==> config.mk <==
export PLATFORM = sky130hd
export DESIGN_NAME = adsr_multi
export DESIGN_NICKNAME = d
export VERILOG_FILES = /design/src/rtl/adsr_multi.sv
export SDC_FILE = /design/constraint.sdc
export NUM_CORES = 1
export LEC_CHECK = 0
export BUFFER_PORTS_ARGS = -buffer_cell sky130_fd_sc_hd__clkbuf_2
export CORE_MARGIN = 5
export CORE_UTILIZATION = 53
export CTS_CLUSTER_DIAMETER = 200
export DETAILED_ROUTE_END_ITERATION = 7
export PLACE_DENSITY = 0.77
export SETUP_SLACK_MARGIN = 0.2
export SYNTH_ARGS = -nofsm -noshare
export SYNTH_HDL_FRONTEND = slang
export SYNTH_SLANG_ARGS = --single-unit
==> constraint.sdc <==
create_clock -name clk -period 6.75 [get_ports clk]
set_clock_uncertainty 0.15 [all_clocks]
set_input_delay 0.675 -clock clk [delete_from_list [all_inputs] [get_ports clk]]
set_output_delay 0.675 -clock clk [all_outputs]
set_load 0.03 [all_outputs]
==> src/rtl/adsr_multi.sv <==
// adsr_multi: ADSR envelope generator with rate prescaler, exact clamping and retrigger
// from the current level. Optional hold phase is built when ADSR_HOLD_EN is defined.
module adsr_multi #(
  parameter int unsigned WIDTH  = 8,
  parameter int unsigned DIV_W  = 8,
  parameter int unsigned HOLD_W = 8
) (
  input  logic              clk,
  input  logic              rst_n,
  input  logic              trig,
  input  logic [DIV_W-1:0]  div,
  input  logic [WIDTH-1:0]  ai,
  input  logic [WIDTH-1:0]  di,
  input  logic [WIDTH-1:0]  s,
  input  logic [WIDTH-1:0]  ri,
`ifdef ADSR_HOLD_EN
  input  logic [HOLD_W-1:0] hold,
`endif
  output logic [WIDTH-1:0]  envelope,
  output logic [2:0]        phase,
  output logic              active
);

  typedef enum logic [2:0] {
    StIdle    = 3'd0,
    StAttack  = 3'd1,
    StHold    = 3'd2,
    StDecay   = 3'd3,
    StSustain = 3'd4,
    StRelease = 3'd5
  } phase_e;

  localparam logic [WIDTH-1:0] Max = '1;

  phase_e             r_phase;
  logic [WIDTH-1:0]   r_env;
  logic [DIV_W-1:0]   r_presc;
  logic               r_trig_d;
  logic               r_armed;
`ifdef ADSR_HOLD_EN
  logic [HOLD_W-1:0]  r_hold_cnt;
`endif

  logic               w_rise;
  logic               w_tick;
  logic               w_gate_off;
  logic [WIDTH:0]     w_sum;
  logic               w_atk_full;
  logic [WIDTH:0]     w_dec_lim;
  logic               w_dec_floor;
  logic               w_rel_floor;

  // A rise needs trig to have been sampled low since reset, so a gate held
  // high across reset release does not start a note.
  assign w_rise      = trig & ~r_trig_d & r_armed;
  assign w_tick      = (r_presc == div);
  assign w_gate_off  = ~trig & ((r_phase == StAttack) | (r_phase == StHold) |
                                (r_phase == StDecay)  | (r_phase == StSustain));

  assign w_sum       = {1'b0, r_env} + {1'b0, ai};
  assign w_atk_full  = (ai == '0) | (w_sum >= {1'b0, Max});

  // env - di <= s rewritten as env <= s + di so nothing can wrap.
  assign w_dec_lim   = {1'b0, s} + {1'b0, di};
  assign w_dec_floor = (di == '0) | ({1'b0, r_env} <= w_dec_lim);

  assign w_rel_floor = (ri == '0) | (r_env <= ri);

  always_ff @(posedge clk or negedge rst_n) begin
    if (!rst_n) begin
      r_phase    <= StIdle;
      r_env      <= '0;
      r_presc    <= '0;
      r_trig_d   <= 1'b0;
      r_armed    <= 1'b0;
`ifdef ADSR_HOLD_EN
      r_hold_cnt <= '0;
`endif
    end else begin
      r_trig_d <= trig;
      if (!trig) begin
        r_armed <= 1'b1;
      end

      if (w_rise || w_tick) begin
        r_presc <= '0;
      end else begin
        r_presc <= r_presc + 1'b1;
      end

      if (w_rise) begin
        r_phase <= StAttack;
      end else if (w_gate_off) begin
        r_phase <= StRelease;
      end else begin
        case (r_phase)
          StIdle: begin
            r_env <= '0;
          end
          StAttack: begin
            if (w_tick) begin
              if (w_atk_full) begin
                r_env <= Max;
`ifdef ADSR_HOLD_EN
                if (hold != '0) begin
                  r_phase    <= StHold;
                  r_hold_cnt <= hold;
                end else begin
                  r_phase <= StDecay;
                end
`else
                r_phase <= StDecay;
`endif
              end else begin
                r_env <= w_sum[WIDTH-1:0];
              end
            end
          end
`ifdef ADSR_HOLD_EN
          StHold: begin
            r_env <= Max;
            if (w_tick) begin
              if (r_hold_cnt <= HOLD_W'(1)) begin
                r_phase    <= StDecay;
                r_hold_cnt <= '0;
              end else begin
                r_hold_cnt <= r_hold_cnt - 1'b1;
              end
            end
          end
`endif
          StDecay: begin
            if (w_tick) begin
              if (w_dec_floor) begin
                r_env   <= s;
                r_phase <= StSustain;
              end else begin
                r_env <= r_env - di;
              end
            end
          end
          StSustain: begin
            r_env <= s;
          end
          StRelease: begin
            if (w_tick) begin
              if (w_rel_floor) begin
                r_env   <= '0;
                r_phase <= StIdle;
              end else begin
                r_env <= r_env - ri;
              end
            end
          end
          default: begin
            r_phase <= StIdle;
            r_env   <= '0;
          end
        endcase
      end
    end
  end

  assign envelope = r_env;
  assign phase    = r_phase;
  assign active   = (r_phase != StIdle);

endmodule
-- Word-level counts from Yosys, hierarchy flattened
Cells that the tools add are included.
- eq/ne operators: 16
- mux-type cells: 17
- magnitude comparators: 3
- bitwise operators: 13
- reductions and logical operators: 9
- add/sub/neg operators: 5
- operators by type and width (operator ; number):
    2-to-1 mux 8 bit ; 7
    one-hot mux 8 bit (4 select lines) ; 1
    zero test 8 bit ; 3
    2-to-1 mux 3 bit ; 8
    != test 4 bit, second input constant ; 6
    adder 8 x 8 -> 9 bit ; 2
    subtractor 8 bit ; 2
    one-hot mux 3 bit (4 select lines) ; 1
    >= comparator 9 x 8 -> 1 bit, second input constant ; 1
    less-or-equal comparator 8 x 9 -> 1 bit ; 1
    adder 8 x 1 -> 8 bit, second input constant ; 1
    equality test 8 bit ; 1
    less-or-equal comparator 8 bit ; 1
    AND reduction 7 bit ; 1
    equality test 3 x 2 -> 1 bit, second input constant ; 2
    equality test 3 bit, second input constant ; 2
    != test 2 bit, second input constant ; 3
    OR 1 bit ; 6
    AND reduction 5 bit ; 1
    NOT 1 bit ; 4
    bitwise AND 1 bit ; 3
    equality test 3 x 1 -> 1 bit, second input constant ; 1
    zero test 3 bit ; 1
    != test 3 x 1 -> 1 bit, second input constant ; 1
    other kinds (3) ; 3
- output and inout bits: 12
- bits in registers: 21
- word-level logic and storage cells: 68
- bits of input ports: 43

-- Longest topological paths before layout
- depth after elaboration: 8
- gate-level depth with buffers: 15
- gate-level depth less buffers: 15

-- Least setup slack after synthesis
No wires, ideal clock.
- path type: input -> register
- start: input port di[0]
- end: register r_phase[0], in the netlist phase[0]
- required time: 6.476 ns
- slack: 2.790 ns
- arrival: 3.686 ns
- setup time: 0.124 ns
- buffers on the path: 0
- stages on the path: 14
- cell sequence: ha_1 > fa_1 > a211oi_1 > o21bai_1 > a21oi_1 > xor2_1 > ha_1 > a22oi_1 > o211ai_1 > o2111a_1 > a21boi_0 > o21ai_0 > o211ai_1 > a211o_1
- word-level cells in the longest chain between the ends: 5
- elaborated cells between the ends (all ways): 6
- those cells by class: 1 x add/sub; 1 x order compare; 1 x eq/ne; 1 x bitwise; 2 x reduce/logical
- RTL lines (what ; RTL line ; source):
    from (decl) ; 13 ; input logic [WIDTH-1:0] di,
    adder 8 x 8 -> 9 bit ; 64 ; assign w_dec_lim = {1'b0, s} + {1'b0, di};
    less-or-equal comparator 8 x 9 -> 1 bit ; 65 ; assign w_dec_floor = (di == '0) | ({1'b0, r_env} <= w_dec_lim);
    OR 1 bit * ; 65 ;
    != test 4 bit (no source line) * ; n/a ;
    AND reduction 7 bit (no source line) * ; n/a ;
    to (signal assigned) ; 71 ; r_phase <= StIdle;
    to (signal assigned) ; 92 ; r_phase <= StAttack;
    to (signal assigned) ; 94 ; r_phase <= StRelease;
    to (decl) ; 35 ; phase_e r_phase;
Every way passes the cells marked *; elsewhere a longest branch is shown, timed or not.
A chain may end at the register's enable or synchronous reset.

-- Final worst setup path
Ends and elaborated chain as after synthesis.

==> out/qor.yml <==
synth_ff_type: "dfrtp_1"
busiest_layer: "met2"
leakage_nw: 1.546
grt_max_degree: 22
io_pins: 55
ys_seq_area_share_pct: 18.06
die-width_um: 84.09
row_count: 27
core_region_area_mm2: 0.005405
met2_usage_pct: 36.73
nets: 496
synth_top_family_by_area: "compound AO/OA/AOI/OAI gates"
powerDensity_mw_per_mm2: 291.8
synth_cell_types: 64
firstDrtPassIters: 4
critPathRequiredTime_ns: 6.75
max_freq_mhz: 243.8
ys_seq_elements: 21
numPlacedInstances: 476
io_buffer_count: 54
die_height_um: 84.09
synth.area.top_cells: "dfrtp_1 18%, ha_1 17%, xnor2_1 6.0%"
maxCapViolations: 0
wl_per_cell_um: 15.98
drive_gt1_share_pct: 18.14
crit_type: "in -> reg"
setup_viol: 0
fillers: 513
timing.final.crit_share_pct: 60.76
synth_top_area_cell: "dfrtp_1"
hpwl_um: 6357
antenna_found_initial: 0
hold_violations: 0
hold_ws_ns: 0.2178
grtUsageMet1_pct: 30.83
cts_max_level: 1
clock_path_buffers: 2
grt_pass1_vias: 2870
insertion_delay_ns: 0.26
status: "completed"
placed_area_mm2: 0.003237
initialDrtViolationCount: 133
instances_no_fill: 480
gp_congestion: 0.9400
synth_commonest_cells: "40 x ha_1, 27 x inv_1, 24 x nand2_1, 24 x nor2_1, 22 x o21ai_0"
cts_root_buf: "clkbuf_8"
use_met3_pct: 2.567
post_cts_buffers: 0
ctsResizeCount: 0
yosys.area.top_type_share_pct: 18.06
async_flop_share_pct: 100.0
grt-ovfl-total: 0
cp.arrival_ns: 4.11
synth_fp_nets: 441
final_area_mm2: 0.003283
start_util_pct: 53.82
finalPower_mw: 0.9580
grt_pass1_wl_um: 13350
rsz0062_at_grt: "false"
slew_headroom_pct: 33.55
grt_use_total_pct: 22.45
yosysMostFrequentCell: "ha_1"
cts_sinks: 21
period_minus_slack_ns: 4.102
synth_enable_flop_cells: 0
antenna_left: 0
dieArea_mm2: 0.007070
synth-xor-area-share_pct: 9.032
wl_um: 7668
holdBufCountCts: 0
setup_tns_ns: 0
multi_input_area_mm2: 0.002250
remaining_drc_errors: 0
start_kind: "input pin"
syn_inst: 354
cts_tree: "built"
synth_compound_area_share_pct: 27.40
syn_area_per_cell_um2: 8.218
endpoint_kind: "flop"
yosys_warnings: 0
cts_buffers: 3
vias_per_cell: 5.994
crit_fanout: 3
yosys.area_share.adder_pct: 19.96
hold_path_class: "in -> async"
syn_area_mm2: 0.002909
clk_pin_slew_ns: 0.08
yosys.area_share.simple_pct: 20.60
worstMarginPinSlew_ns: 0.9839
vias: 2877
diodes: 0
register_area_um2: 525.5
irDropWorstVdd_v: 0.0001156
slew_violations: 0
layout-area-overhead-vs-synth_pct: 12.86
muxShareOfSynthArea_pct: 0.3441
[metrics by stage]
stage	setup slack (ns)	utilization, %
4_1_cts	2.690	60.74
3_5_place_dp	2.433	59.88
6_report	2.648	60.74
2_1_floorplan	2.790	-
5_1_grt	2.326	60.74
3_3_place_gp	2.490	59.88
[where the power goes]
part	switching, mW	internal, mW
sequential	0.0742	0.155
combinational	0.371	0.275
clock	0.0412	0.0411
total	0.486	0.471
[cell usage in the layout, fill, tap and decap left out, types with 12 or more instances in the layout]
master     n
clkbuf_2  54
ha_1      40
inv_1     27
nand2_1   24
nor2_1    24
o21ai_0   22
dfrtp_1   21
xnor2_1   20
a21oi_1   18
a211oi_1  12
[area by class of cell]
| cell class | count | area share, % |
|---|---|---|
| multi-input cells | 302 | 68.52 |
| flip-flops and latches | 21 | 16.01 |
| repair buffers | 54 | 8.232 |
| inverters | 27 | 3.087 |
| well taps | 72 | 2.744 |
| clock buffers | 3 | 1.258 |
| clock inverters | 1 | 0.1524 |
[routing by layer]
layer,vias up,wire [um]
met5,-,0
met4,0,136
met3,12,412
met2,90,3518
met1,1331,3600
li1,1444,-
[worst max-delay path: stages]
cell and delay [ns]:
clkbuf_2 0.11, ha_1 0.23, fa_1 0.42, a211oi_1 0.35, o21bai_1 0.13, a21oi_1 0.18
xor2_1 0.17, ha_1 0.28, a22oi_1 0.20, o211ai_1 0.11, o2111a_1 0.29, a21boi_0 0.16
o21ai_0 0.31, o211ai_1 0.19, a211o_1 0.32
[flip-flops by register name (all words and copies together) (netlist names)]
name	count
r_trig_d	1
envelope	8
phase	3
r_presc	8
r_armed	1
[kinds of logic (layout without fill, tap and decap cells)]
kind of cell	count (synthesis)	count (layout)
flops	21	21
compound gates	113	113
mux	1	1
fa+ha+maj	44	44
buf+inv	31	85
simple gates	114	114
xor+xnor	30	30
[path summary, 6_finish.rpt]
check,startpoint,to,slack (ns),depth (start not counted)
max,di[0],phase[0],2.65,15
min,rst_n,r_presc[4],0.22,1
max reg2reg,envelope[0],envelope[2],3.18,11
min reg2reg,r_armed,r_armed,0.35,1
max in group asynchronous,rst_n,envelope[2],5.88,1
min in group clk,r_armed,r_armed,0.35,1
(Power assumes the default switching activity.)
